===== config.mk =====
export PLATFORM = sky130hd
export DESIGN_NAME = if_prefetch_queue
export DESIGN_NICKNAME = d
export VERILOG_FILES = /design/src/rtl/if_prefetch_queue.sv
export SDC_FILE = /design/constraint.sdc
export NUM_CORES = 1
export LEC_CHECK = 0
export ABC_AREA = 1
export BUFFER_PORTS_ARGS = -buffer_cell sky130_fd_sc_hd__buf_2
export CAP_MARGIN = 20
export CORE_MARGIN = 5
export CORE_UTILIZATION = 58
export CTS_BUF_LIST = sky130_fd_sc_hd__clkbuf_16
export DETAILED_ROUTE_END_ITERATION = 10
export PLACE_DENSITY = 0.85
export SLEW_MARGIN = 30
export SYNTH_ARGS = -nofsm -noshare
export SYNTH_HDL_FRONTEND = slang
export SYNTH_SLANG_ARGS = --single-unit

===== constraint.sdc =====
create_clock -name clk -period 4.55 [get_ports clk]
set_input_delay 0.455 -clock clk [delete_from_list [all_inputs] [get_ports clk]]
set_output_delay 0.455 -clock clk [all_outputs]
set_load 0.01 [all_outputs]

===== src/rtl/if_prefetch_queue.sv =====
`default_nettype none
// ============================================================================
// Module   : if_prefetch_queue
// Brief    : Instruction-fetch stage with a DEPTH-entry {PC, instruction}
//            prefetch queue, valid/ready decode handshake and branch flush.
// Revision : 1.0 - initial release
// ============================================================================
module if_prefetch_queue #(
    parameter int          DEPTH    = 4,
    parameter logic [31:0] RESET_PC = 32'h0000_0000,
    parameter int          IMEM_AW  = 10,
    parameter logic [31:0] NOP      = 32'h0000_0013
) (
    input  logic                     clk,
    input  logic                     reset,
    input  logic                     PCSrc,
    input  logic [31:0]              PC_Branch,
    input  logic                     id_ready,
    input  logic [31:0]              imem_rdata,
    output logic [IMEM_AW-1:0]       imem_addr,
    output logic                     if_valid,
    output logic [31:0]              PC_IF,
    output logic [31:0]              INSTRUCTION_IF,
    output logic [$clog2(DEPTH):0]   if_count
);

    localparam int               c_PW      = $clog2(DEPTH);
    localparam int               c_CW      = c_PW + 1;
    localparam logic [c_CW-1:0]  c_DEPTH   = c_CW'(DEPTH);
    localparam logic [c_PW-1:0]  c_PTR_ONE = c_PW'(1);
    localparam logic [c_CW-1:0]  c_CNT_ONE = c_CW'(1);

    logic [31:0]     r_fetch_pc;
    logic [c_PW-1:0] r_head;
    logic [c_PW-1:0] r_tail;
    logic [c_CW-1:0] r_count;
    logic [63:0]     r_buf [DEPTH];

    logic            w_pop;
    logic            w_push;
    logic            w_nonempty;
    logic [63:0]     w_head_entry;
    logic            w_unused_branch_lsbs;

    // Branch targets are word-aligned by truncation, so the low bits are never read.
    assign w_unused_branch_lsbs = ^PC_Branch[1:0];

    always_comb begin
        w_nonempty = (r_count != '0);
        w_pop      = w_nonempty & id_ready & ~PCSrc;
        // A full queue may still accept a fetch when the head leaves this cycle.
        w_push     = ~PCSrc & ((r_count < c_DEPTH) | w_pop);
    end

    always_ff @(posedge clk or posedge reset) begin
        if (reset) begin
            r_fetch_pc <= RESET_PC;
            r_head     <= '0;
            r_tail     <= '0;
            r_count    <= '0;
        end else if (PCSrc) begin
            r_fetch_pc <= {PC_Branch[31:2], 2'b00};
            r_head     <= '0;
            r_tail     <= '0;
            r_count    <= '0;
        end else begin
            if (w_push) begin
                r_tail     <= r_tail + c_PTR_ONE;
                r_fetch_pc <= r_fetch_pc + 32'd4;
            end
            if (w_pop) begin
                r_head <= r_head + c_PTR_ONE;
            end
            case ({w_push, w_pop})
                2'b10:   r_count <= r_count + c_CNT_ONE;
                2'b01:   r_count <= r_count - c_CNT_ONE;
                default: r_count <= r_count;
            endcase
        end
    end

    // Storage needs no reset: entries are only visible once counted in.
    always_ff @(posedge clk) begin
        if (w_push) begin
            r_buf[r_tail] <= {r_fetch_pc, imem_rdata};
        end
    end

    assign w_head_entry   = r_buf[r_head];
    assign imem_addr      = r_fetch_pc[IMEM_AW+1:2];
    assign if_valid       = w_nonempty;
    assign if_count       = r_count;
    assign PC_IF          = w_nonempty ? w_head_entry[63:32] : 32'h0000_0000;
    assign INSTRUCTION_IF = w_nonempty ? w_head_entry[31:0]  : NOP;

endmodule
`default_nettype wire


==> results of run 1 <==
## flip-flops by register name (all words and copies together) (netlist names)
register and flops:
r_buf 248, r_fetch_pc 30, if_count 3, r_head 2
r_tail 2
## worst max path at each step
| stage | endpoint | startpoint | depth (start not counted) | slack, ns |
|---|---|---|---|---|
| 2_1_floorplan | r_buf[0][0] | PCSrc | 6 | 0.41 |
| 3_3_place_gp | r_buf[3][60] | PCSrc | 7 | 1.76 |
| 3_5_place_dp | r_buf[3][60] | PCSrc | 7 | 1.71 |
| 4_1_cts | PC_IF[13] | if_count[0] | 6 | 1.36 |
| 5_1_grt | PC_IF[13] | if_count[0] | 6 | 1.06 |
| 6_report | PC_IF[13] | if_count[0] | 6 | 1.27 |
## worst max-delay path, delay by kind of cell (launching register included)
kind                   cells  cell delay [ns]
buffers and inverters      3             1.32
DFF                        1             0.47
and+or+nand+nor            2             0.25
AOI/OAI and AO/OA          1             0.24
## synthesized netlist by cell type
master / n
o22ai_1: 2
nand2_2: 6
xnor2_1: 1
o31ai_1: 1
nor2_1: 304
a211oi_1: 3
o21ai_1: 4
fa_1: 1
o21ai_0: 135
inv_2: 4
inv_4: 1
o311ai_1: 1
buf_2: 21
a22oi_1: 9
nor3_2: 1
nand4_1: 12
conb_1: 1
inv_1: 39
and2_1: 1
buf_4: 16
xor2_1: 2
a21boi_0: 1
ha_1: 5
clkinv_1: 1
nor2_2: 5
buf_1: 3
dfrtp_1: 37
or2_2: 1
nand2_1: 115
o21bai_1: 5
nor3_1: 3
edfxtp_1: 248
clkbuf_1: 27
o311ai_0: 2
nor2_4: 5
nand3_1: 30
buf_6: 1
a31oi_1: 2
a21oi_4: 1
a21oi_1: 66
o211ai_1: 2
nand3_2: 3
## power by group through the flow
stage	Sequential [mW]	Combinational (mW)	Clock [mW]
2_1_floorplan	3.55	1.39	0
3_3_place_gp	3.59	2.16	0
3_5_place_dp	3.61	2.22	0
4_1_cts	3.56	2.23	2.05
5_1_grt	3.60	2.45	2.18
6_report	3.56	2.21	2.03
## final cells by class
cell class,count,share of cell area
sequential,285,0.599
multi-input combinational,732,0.242
timing repair buffer,156,0.0641
clock buffer,27,0.0483
tap,275,0.0246
inverter,45,0.0123
clock inverter,23,0.00966
## routing by layer
| metal | routed length [um] | part of all wire | up-vias |
|---|---|---|---|
| met5 | 0 | 0 | - |
| met3 | 2200 | 0.080 | 43 |
| met2 | 13900 | 0.50 | 400 |
| li1 | - | - | 4129 |
| met4 | 530 | 0.019 | 0 |
| met1 | 10900 | 0.40 | 4179 |
## through the flow
| step | setup WS (ns) | power (mW) |
|---|---|---|
| finish | 1.27 | 7.80 |
| floorplan | 0.415 | 4.94 |
| global placement | 1.76 | 5.75 |
| CTS | 1.36 | 7.84 |
| global route | 1.06 | 8.23 |
| detailed placement | 1.71 | 5.82 |
## cells by family after synthesis
kind of cell,Yosys count
buffers and inverters,113
and+or+nand+nor,486
AOI/OAI and AO/OA,234
DFF,285
other,1
adders and majority gates,6
xor gates and xnor gates,3
==> run_results.csv, run 1 <==
group,metric,value,unit
status,status,"finished clean",
detailed_routing,drc,0,
cts,cts_sinks,285,
floorplan,rows,53,
cells_and_area,postLayoutCoreUtil,0.670,
cells_and_area,drive_above_1_share,0.179,
power,vdd_drop_max,0.329,mV
detailed_routing,dr.pass1.iters,8,
floorplan,ios,146,
place,place_congestion,0.893,
synth,synth_cell_types,42,
grt,grt_overflow,0,
synth,yosys_warnings,0,
synth,yosysTopAreaCellShare,0.608,
power,pwr-share-comb,0.283,
grt,antenna_found_initial,0,
grt,use_met2,0.391,
cells_and_area,final_nets,1321,
synth,synth.area.mux_share,0,
synth,yosys.area_share.simple,0.163,
worst_setup_path,critPathMaxFanout,45,
grt,grt_max_degree,115,
cts,ctsResizeCount,0,
cells_and_area,final_cells,1543,
run,cap_violations,0,
place,place_area,13200,um2
worst_setup_path,r2r_slack,2.16,ns
cells_and_area,area_growth_syn_to_layout,14.3,%
timing,rsz0062_at_grt,"no",
cts,cts_hold_buf,0,
detailed_routing,drt-wirelength-per-cell,17.8,um
power,power.internal,5.16,mW
cts,cts_tree,"built",
synth,synth_compound_area_frac,0.102,
floorplan,dieArea,24100,um2
detailed_routing,avgViaCountPerCell,5.67,
grt,track_usage,0.224,
power,switching_power,2.65,mW
timing,fin_hold_ws,0.0394,ns
place,portBuffers,141,
hold_path,hold_class,"in -> async",
grt,grt_pass1_wl,43.1,mm
detailed_routing,vias,8751,
timing,slew_headroom,0.387,
cts,postCtsSetupBuffers,0,
synth,syn_inst,1128,
synth,netlist_area,12200,um2
synth,synthTopCellsByArea,"edfxtp_1 (61%), nor2_1 (9.3%), dfrtp_1 (7.6%), o21ai_0 (5.5%), nand2_1 (3.5%)",
synth,synth_fa_ha_area_frac,0.00674,
power,leakagePower,5.30,nW
synth,synth_top_area_cell,"edfxtp_1",
place,dp_cells,1493,
cells_and_area,diodes,0,
synth,synth_seq_cells,285,
grt,grt_use_met1,0.294,
grt,grt_pass1_vias,8477,
worst_setup_path,crit_path_cell_trace,"nor2_1 > nand2_2 > clkinv_2 > buf_4 > a21oi_1 > buf_2",
power,clkPwrFrac,0.260,
floorplan,start_util,0.586,
cts,clk_latency,0.53,ns
timing,fin_skew,0.0181,ns
worst_setup_path,arrival,2.83,ns
cells_and_area,multi_input_area,3390,um2
worst_setup_path,ff2ff_path_depth,8,
synth,synth_top_family_by_area,"simple AND/OR/NAND/NOR gates",
grt,use_met3,0.0331,
worst_setup_path,cp.required,4.09,ns
cts,cts_buffers,27,
floorplan,die_x,155,um
cts,htree_num_levels,1,
cells_and_area,fillers,1498,
worst_setup_path,rr_startpoint,"if_count[0]",
power,sw_frac_of_total,0.339,
power,sequentialPowerShare,0.457,
timing,setup-violations-final,0,
synth,syn_area_per_cell,10.9,um2
timing,min_period,3.28,ns
timing,fmax,305,MHz
floorplan,die_y,155,um
cells_and_area,fin_area,14000,um2
worst_setup_path,crit_type,"reg -> out",
cts,clk_pin_slew,0.06,ns
worst_setup_path,critPathSlowestCell,"clkinv_2",
detailed_routing,ant_nets,0,
timing,tightest_slew,0.920,ns
place,dp_hpwl,16.5,mm
synth,synthXorXnorAreaFrac,0.00215,
power,power_density,558,nW/um2
cells_and_area,layout_common_cells,"nor2_1 (300), edfxtp_1 (248), buf_2 (141)",
synth,seq_area_frac_synth,0.684,
detailed_routing,wl,27.5,mm
cts,cts-root-buf,"clkbuf_16",
detailed_routing,drtIter0Drc,867,
cells_and_area,regArea,8380,um2
cts,clock_path_buffers,3,
timing,finalCritPeriodShare,0.722,
timing,hold_viol,0,
cells_and_area,final_common_cell,"nor2_1",
grt,grt.busiest_layer,"met2",
worst_setup_path,r2r-end,"if_count[0]",
worst_setup_path,end_kind,"output pin",
worst_setup_path,start_kind,"flip-flop",
worst_setup_path,slowest_delay,0.65,ns
timing,drv_slew,0,
floorplan,core-area,20900,um2
timing,setup_tns,0,ns
No activity file was read; power rests on OpenSTA's default activity.
==> run 2, diff against run 1 <==
--- a/config.mk
+++ b/config.mk
@@ -9,10 +9,10 @@
 export BUFFER_PORTS_ARGS = -buffer_cell sky130_fd_sc_hd__buf_2
 export CAP_MARGIN = 20
 export CORE_MARGIN = 5
-export CORE_UTILIZATION = 58
+export CORE_UTILIZATION = 53
 export CTS_BUF_LIST = sky130_fd_sc_hd__clkbuf_16
 export DETAILED_ROUTE_END_ITERATION = 10
-export PLACE_DENSITY = 0.85
+export PLACE_DENSITY = 0.83
 export SLEW_MARGIN = 30
 export SYNTH_ARGS = -nofsm -noshare
 export SYNTH_HDL_FRONTEND = slang
==> constraint.sdc (replaced) <==
create_clock -name clk -period 2.9 [get_ports clk]
set_input_delay 0.29 -clock clk [delete_from_list [all_inputs] [get_ports clk]]
set_output_delay 0.29 -clock clk [all_outputs]
set_load 0.01 [all_outputs]
==> run 2 against run 1 <==
  * Largest cell class unchanged
  * Non-clock buffer count rose by 45
  * Cell count rose by 3.8%
  * Critical path type unchanged
  * Die area rose by 8.8%
  * Sequential share of layout area fell by 2.1 points
==> run_results.csv, run 2 (synthesis gave the netlist of run 1 again) <==
group,metric,value,unit
grt,grt_pass1_wl,46.2,mm
timing,fin_skew,0.0181,ns
worst_setup_path,arrival,2.37,ns
worst_setup_path,cp_num_buf_inv,2,
worst_setup_path,r2r-end,"r_buf[1][13]",
cts,clk_latency,0.54,ns
timing,finalCritPeriodShare,0.919,
hold_path,whs_endpoint,"r_fetch_pc[19]",
worst_setup_path,cp.required,2.61,ns
cts,clk_pin_slew,0.06,ns
cts,cts_sinks,285,
worst_setup_path,start_kind,"flip-flop",
worst_setup_path,slowest_delay,0.43,ns
hold_path,min_from,"PC_Branch[19]",
cells_and_area,largest_register,"r_buf",
worst_setup_path,cpMostUsedCell,"nor2_1",
timing,drv_slew,0,
hold_path,hold_path_depth,3,
worst_setup_path,rr_startpoint,"if_count[2]",
detailed_routing,avgViaCountPerCell,5.60,
cts,clock_path_buffers,3,
hold_path,hold_class,"in -> reg",
cts,cts_buffers,29,
timing,tightest_slew,0.907,ns
cts,ctsResizeCount,0,
cells_and_area,diodes,0,
floorplan,core-area,22700,um2
grt,grt_max_degree,126,
worst_setup_path,end_kind,"output pin",
floorplan,die_y,162,um
worst_setup_path,crit_type,"reg -> out",
power,fin_total_pwr,12.5,mW
cts,cts_tree,"built",
cts,htree_num_levels,1,
detailed_routing,drc,0,
floorplan,rows,55,
detailed_routing,drtIter0Drc,937,
status,status,"finished clean",
cells_and_area,area_growth_syn_to_layout,18.4,%
cells_and_area,final_common_cell,"nor2_1",
worst_setup_path,critPathMaxFanout,125,
run,cap_violations,0,
cts,cts-root-buf,"clkbuf_16",
worst_setup_path,r2r_slack,0.53,ns
worst_setup_path,critPathSlowestCell,"dfrtp_4",
cells_and_area,drive_above_1_share,0.178,
detailed_routing,dr.pass1.iters,6,
floorplan,ios,146,
timing,setup-violations-final,0,
floorplan,dieArea,26200,um2
power,power_density,860,nW/um2
detailed_routing,wl,28.8,mm
worst_setup_path,crit_path_cell_trace,"buf_12 > nor2_1 > nor2_1 > o21ai_0 > a21oi_1 > buf_2",
power,vdd_drop_max,0.439,mV
worst_setup_path,critPathTopFamily,"buffers and inverters",
timing,rsz0062_at_grt,"no",
detailed_routing,ant_nets,0,
grt,track_usage,0.218,
cells_and_area,largest_reg_flops,248,
grt,antenna_found_initial,0,
detailed_routing,drt-wirelength-per-cell,18.0,um
power,leakagePower,5.51,nW
detailed_routing,vias,8966,
grt,grt_overflow,0,
timing,slew_headroom,0.394,
place,dp_hpwl,17.3,mm
timing,min_period,2.66,ns
timing,fmax,375,MHz
cells_and_area,final_nets,1368,
place,place_congestion,0.902,
place,portBuffers,141,
worst_setup_path,ff2ff_path_depth,6,
cells_and_area,layout_common_cells,"nor2_1 (300), edfxtp_1 (248), buf_2 (141)",
grt,grt_pass1_vias,8923,
cells_and_area,final_cells,1602,
floorplan,start_util,0.539,
floorplan,die_x,162,um
timing,hold_viol,0,
place,dp_cells,1504,
-- run 2: power breakdown --
part / internal, mW / switching (mW) / total, mW
Combinational: 1.17 / 2.39 / 3.56
Sequential: 5.20 / 0.381 / 5.59
Clock: 1.82 / 1.50 / 3.32
-- run 2: repair_timing --
action,4_1_cts,5_1_grt
setup buffers,0,0
endpoints found under the hold margin,163,0
hold buffers,44,0
-- run 2: routing by layer --
metal  vias to the layer above  global-route usage  part of all wire
met4                         0              0.0611             0.024
met3                        54              0.0317             0.073
met2                       374               0.381              0.50
li1                       4228                   -                 -
met5                         -                   0                 0
met1                      4310               0.288              0.40
-- run 2: final cells by class --
cell class	instances	area, um2
fill	1676	8200
multi-input combinational	732	3390
timing repair buffer	201	1350
tap	285	357
sequential	285	8380
inverter	45	171
clock inverter	25	130
clock buffer	29	726
-- run 2: worst reg2reg max path: stages (launching register included) --
cell,delay (ns)
dfrtp_1,0.40
inv_1,0.15
a21oi_4,0.07
nor2_1,0.15
inv_2,0.17
nor2_4,0.73
buf_12,0.34
-- run 2: per-stage QoR --
| stage | util | worst slack [ns] | hold WS [ns] | cell area, um2 | TNS (ns) |
|---|---|---|---|---|---|
| finish | 0.639 | 0.236 | 0.0260 | 14500 | 0 |
| global route | 0.639 | 0.197 | 0.0174 | 14500 | 0 |
| CTS | 0.639 | 0.292 | 0.00450 | 14500 | 0 |
| detailed placement | 0.582 | 0.487 | 0.371 | 13200 | 0 |
| global placement | 0.582 | 0.566 | 0.502 | 13200 | 0 |
| floorplan | - | -0.0578 | 0.389 | 12300 | -14.33 |
-- run 2: how the worst max path moves through the flow --
stage	slack, ns	from	to	cells past startpoint
detailed placement	0.49	PCSrc	r_buf[1][5]	7
CTS	0.29	r_head[0]	PC_IF[22]	6
global placement	0.57	PCSrc	r_buf[1][7]	7
floorplan	-0.06	if_count[2]	r_buf[0][0]	5
finish	0.24	r_head[0]	PC_IF[22]	6
global route	0.20	r_head[1]	INSTRUCTION_IF[0]	6
==> run 3, diff against run 2 <==
--- a/config.mk
+++ b/config.mk
@@ -9,10 +9,10 @@
 export BUFFER_PORTS_ARGS = -buffer_cell sky130_fd_sc_hd__buf_2
 export CAP_MARGIN = 20
 export CORE_MARGIN = 5
-export CORE_UTILIZATION = 53
+export CORE_UTILIZATION = 36
 export CTS_BUF_LIST = sky130_fd_sc_hd__clkbuf_16
 export DETAILED_ROUTE_END_ITERATION = 10
-export PLACE_DENSITY = 0.83
+export PLACE_DENSITY = 0.62
 export SLEW_MARGIN = 30
 export SYNTH_ARGS = -nofsm -noshare
 export SYNTH_HDL_FRONTEND = slang
==> run 3 against run 2 <==
  * Die area grew 44%
  * Sequential power is essentially flat
  * Clock-buffer cell count rose by 2
  * Critical path type unchanged
  * Largest power group unchanged
  * Highest routed layer unchanged
==> run_results.csv, run 3 (synthesis gave the netlist of run 1 again) <==
group,metric,value,unit
grt,antenna_found_initial,0,
detailed_routing,drt-wirelength-per-cell,17.3,um
cts,ctsResizeCount,0,
cells_and_area,fillers,3183,
cells_and_area,final_cells,1768,
timing,fmax,388,MHz
cells_and_area,final_common_cell,"nor2_1",
timing,setup-violations-final,0,
worst_setup_path,start_kind,"flip-flop",
grt,track_usage,0.156,
power,clkPwrFrac,0.276,
power,pwr-share-comb,0.284,
power,power_density,858,nW/um2
grt,grt_max_degree,126,
power,sequentialPowerShare,0.440,
cells_and_area,final_nets,1371,
floorplan,die_y,194,um
cts,cts-root-buf,"clkbuf_16",
place,portBuffers,141,
run,cap_violations,0,
worst_setup_path,arrival,2.29,ns
timing,hold_viol,0,
power,power.internal,8.40,mW
detailed_routing,drc,0,
worst_setup_path,cp.required,2.61,ns
worst_setup_path,rr_startpoint,"if_count[2]",
floorplan,core-area,33500,um2
cts,cts_sinks,285,
cts,cts_buffers,30,
detailed_routing,dr.pass1.iters,5,
cts,clk_pin_slew,0.06,ns
timing,min_period,2.58,ns
detailed_routing,avgViaCountPerCell,4.90,
timing,drv_slew,0,
timing,fin_skew,0.0120,ns
power,leakagePower,5.59,nW
place,place_congestion,0.885,
cts,clk_latency,0.54,ns
floorplan,die_x,194,um
timing,finalCritPeriodShare,0.889,
timing,slew_headroom,0.406,
hold_path,hold_class,"in -> reg",
cells_and_area,multi_input_area,3390,um2
detailed_routing,vias,8671,
cells_and_area,drive_above_1_share,0.178,
worst_setup_path,timing.critical_path.from,"r_head[0]",
floorplan,ios,146,
power,vdd_drop_max,0.541,mV
detailed_routing,ant_nets,0,
place,dp_hpwl,18.7,mm
cts,htree_num_levels,1,
cells_and_area,largest_reg_flops,248,
floorplan,dieArea,37800,um2
place,pre_cts_slack,0.504,ns
timing,rsz0062_at_grt,"no",
cells_and_area,largest_register,"r_buf",
worst_setup_path,critPathMaxFanout,125,
detailed_routing,wl,30.6,mm
timing,setup_tns,0,ns
cts,postCtsSetupBuffers,0,
grt,grt_pass1_wl,47.9,mm
timing,setup_slack,0.322,ns
floorplan,start_util,0.365,
floorplan,rows,67,
status,status,"finished clean",
hold_path,min_from,"PC_Branch[3]",
power,sw_frac_of_total,0.339,
grt,grt_pass1_vias,8482,
detailed_routing,drtIter0Drc,639,
power,fin_total_pwr,12.7,mW
timing,tightest_slew,0.889,ns
worst_setup_path,crit_type,"reg -> out",
cells_and_area,area_growth_syn_to_layout,20.8,%
grt,grt_overflow,0,
place,dp_cells,1670,
cells_and_area,regArea,8380,um2
power,switching_power,4.30,mW
worst_setup_path,end_kind,"output pin",
cells_and_area,layout_common_cells,"nor2_1 (300), edfxtp_1 (248), buf_2 (141)",
cts,clock_path_buffers,3,
cells_and_area,diodes,0,
cts,cts_tree,"built",
[run 3: cell types whose count changed in the layout (fill, tap and decap cells not counted), moves of 2 or more]
cell and change:
clkbuf_16 +2, buf_4 +2, clkinv_1 -8, inv_2 -2, clkinv_2 -2, inv_1 +11
[run 3: power by group through the flow]
stage | Clock (mW) | Sequential [mW] | Combinational (mW)
after floorplan | 0 | 5.54 | 2.19
after global placement | 0 | 5.64 | 3.60
after detailed placement | 0 | 5.67 | 3.63
after CTS | 3.60 | 5.59 | 3.69
after global routing | 3.79 | 5.65 | 4.01
final | 3.50 | 5.58 | 3.61
[run 3: area by class of cell]
cell class / instances / area share
Clock buffer: 31 / 0.0524
Clock inverter: 24 / 0.00922
Inverter: 45 / 0.0117
Multi-Input combinational cell: 732 / 0.229
Sequential cell: 285 / 0.566
Tap cell: 448 / 0.0379
Timing Repair Buffer: 203 / 0.0932
[run 3: routing by layer]
layer  wire (um)  global-route usage  vias up
li1            -                   -     4238
met1       13800               0.215     4128
met2       14400               0.256      252
met3        1580              0.0261       53
met4         747              0.0466        0
met5           0                   0        -
[run 3: worst max-delay path: stages (launching register included)]
cell and delay [ns]:
dfrtp_4 0.43, buf_12 0.46, nor2_1 0.11, nor2_1 0.09, o21ai_0 0.09, a21oi_1 0.34, buf_2 0.21
[run 3: final timing paths]
| check | to | slack [ns] | depth (start not counted) |
|---|---|---|---|
| setup / recovery | PC_IF[18] | 0.32 | 6 |
| hold reg to reg | if_count[0] | 0.63 | 1 |
| max in group asynchronous | r_fetch_pc[17] | 1.87 | 4 |
| hold / removal | r_fetch_pc[3] | 0.03 | 3 |
| min in group asynchronous | r_fetch_pc[18] | 0.39 | 3 |
| setup reg to reg | r_buf[1][53] | 0.55 | 6 |
[run 3: timing repair]
action                                  4_1_cts  5_1_grt
endpoints found under the hold margin       153        0
hold buffers                                 43        0
endpoints found under the setup margin        0        0
[run 3: stage by stage]
| stage | area (um2) | utilization | hold slack [ns] |
|---|---|---|---|
| finish | 14800 | 0.441 | 0.0251 |
| global route | 14800 | 0.441 | 0.00945 |
| CTS | 14800 | 0.441 | 0.00348 |
| detailed placement | 13500 | 0.401 | 0.430 |
| global placement | 13500 | 0.401 | 0.428 |
| floorplan | 12300 | - | 0.389 |
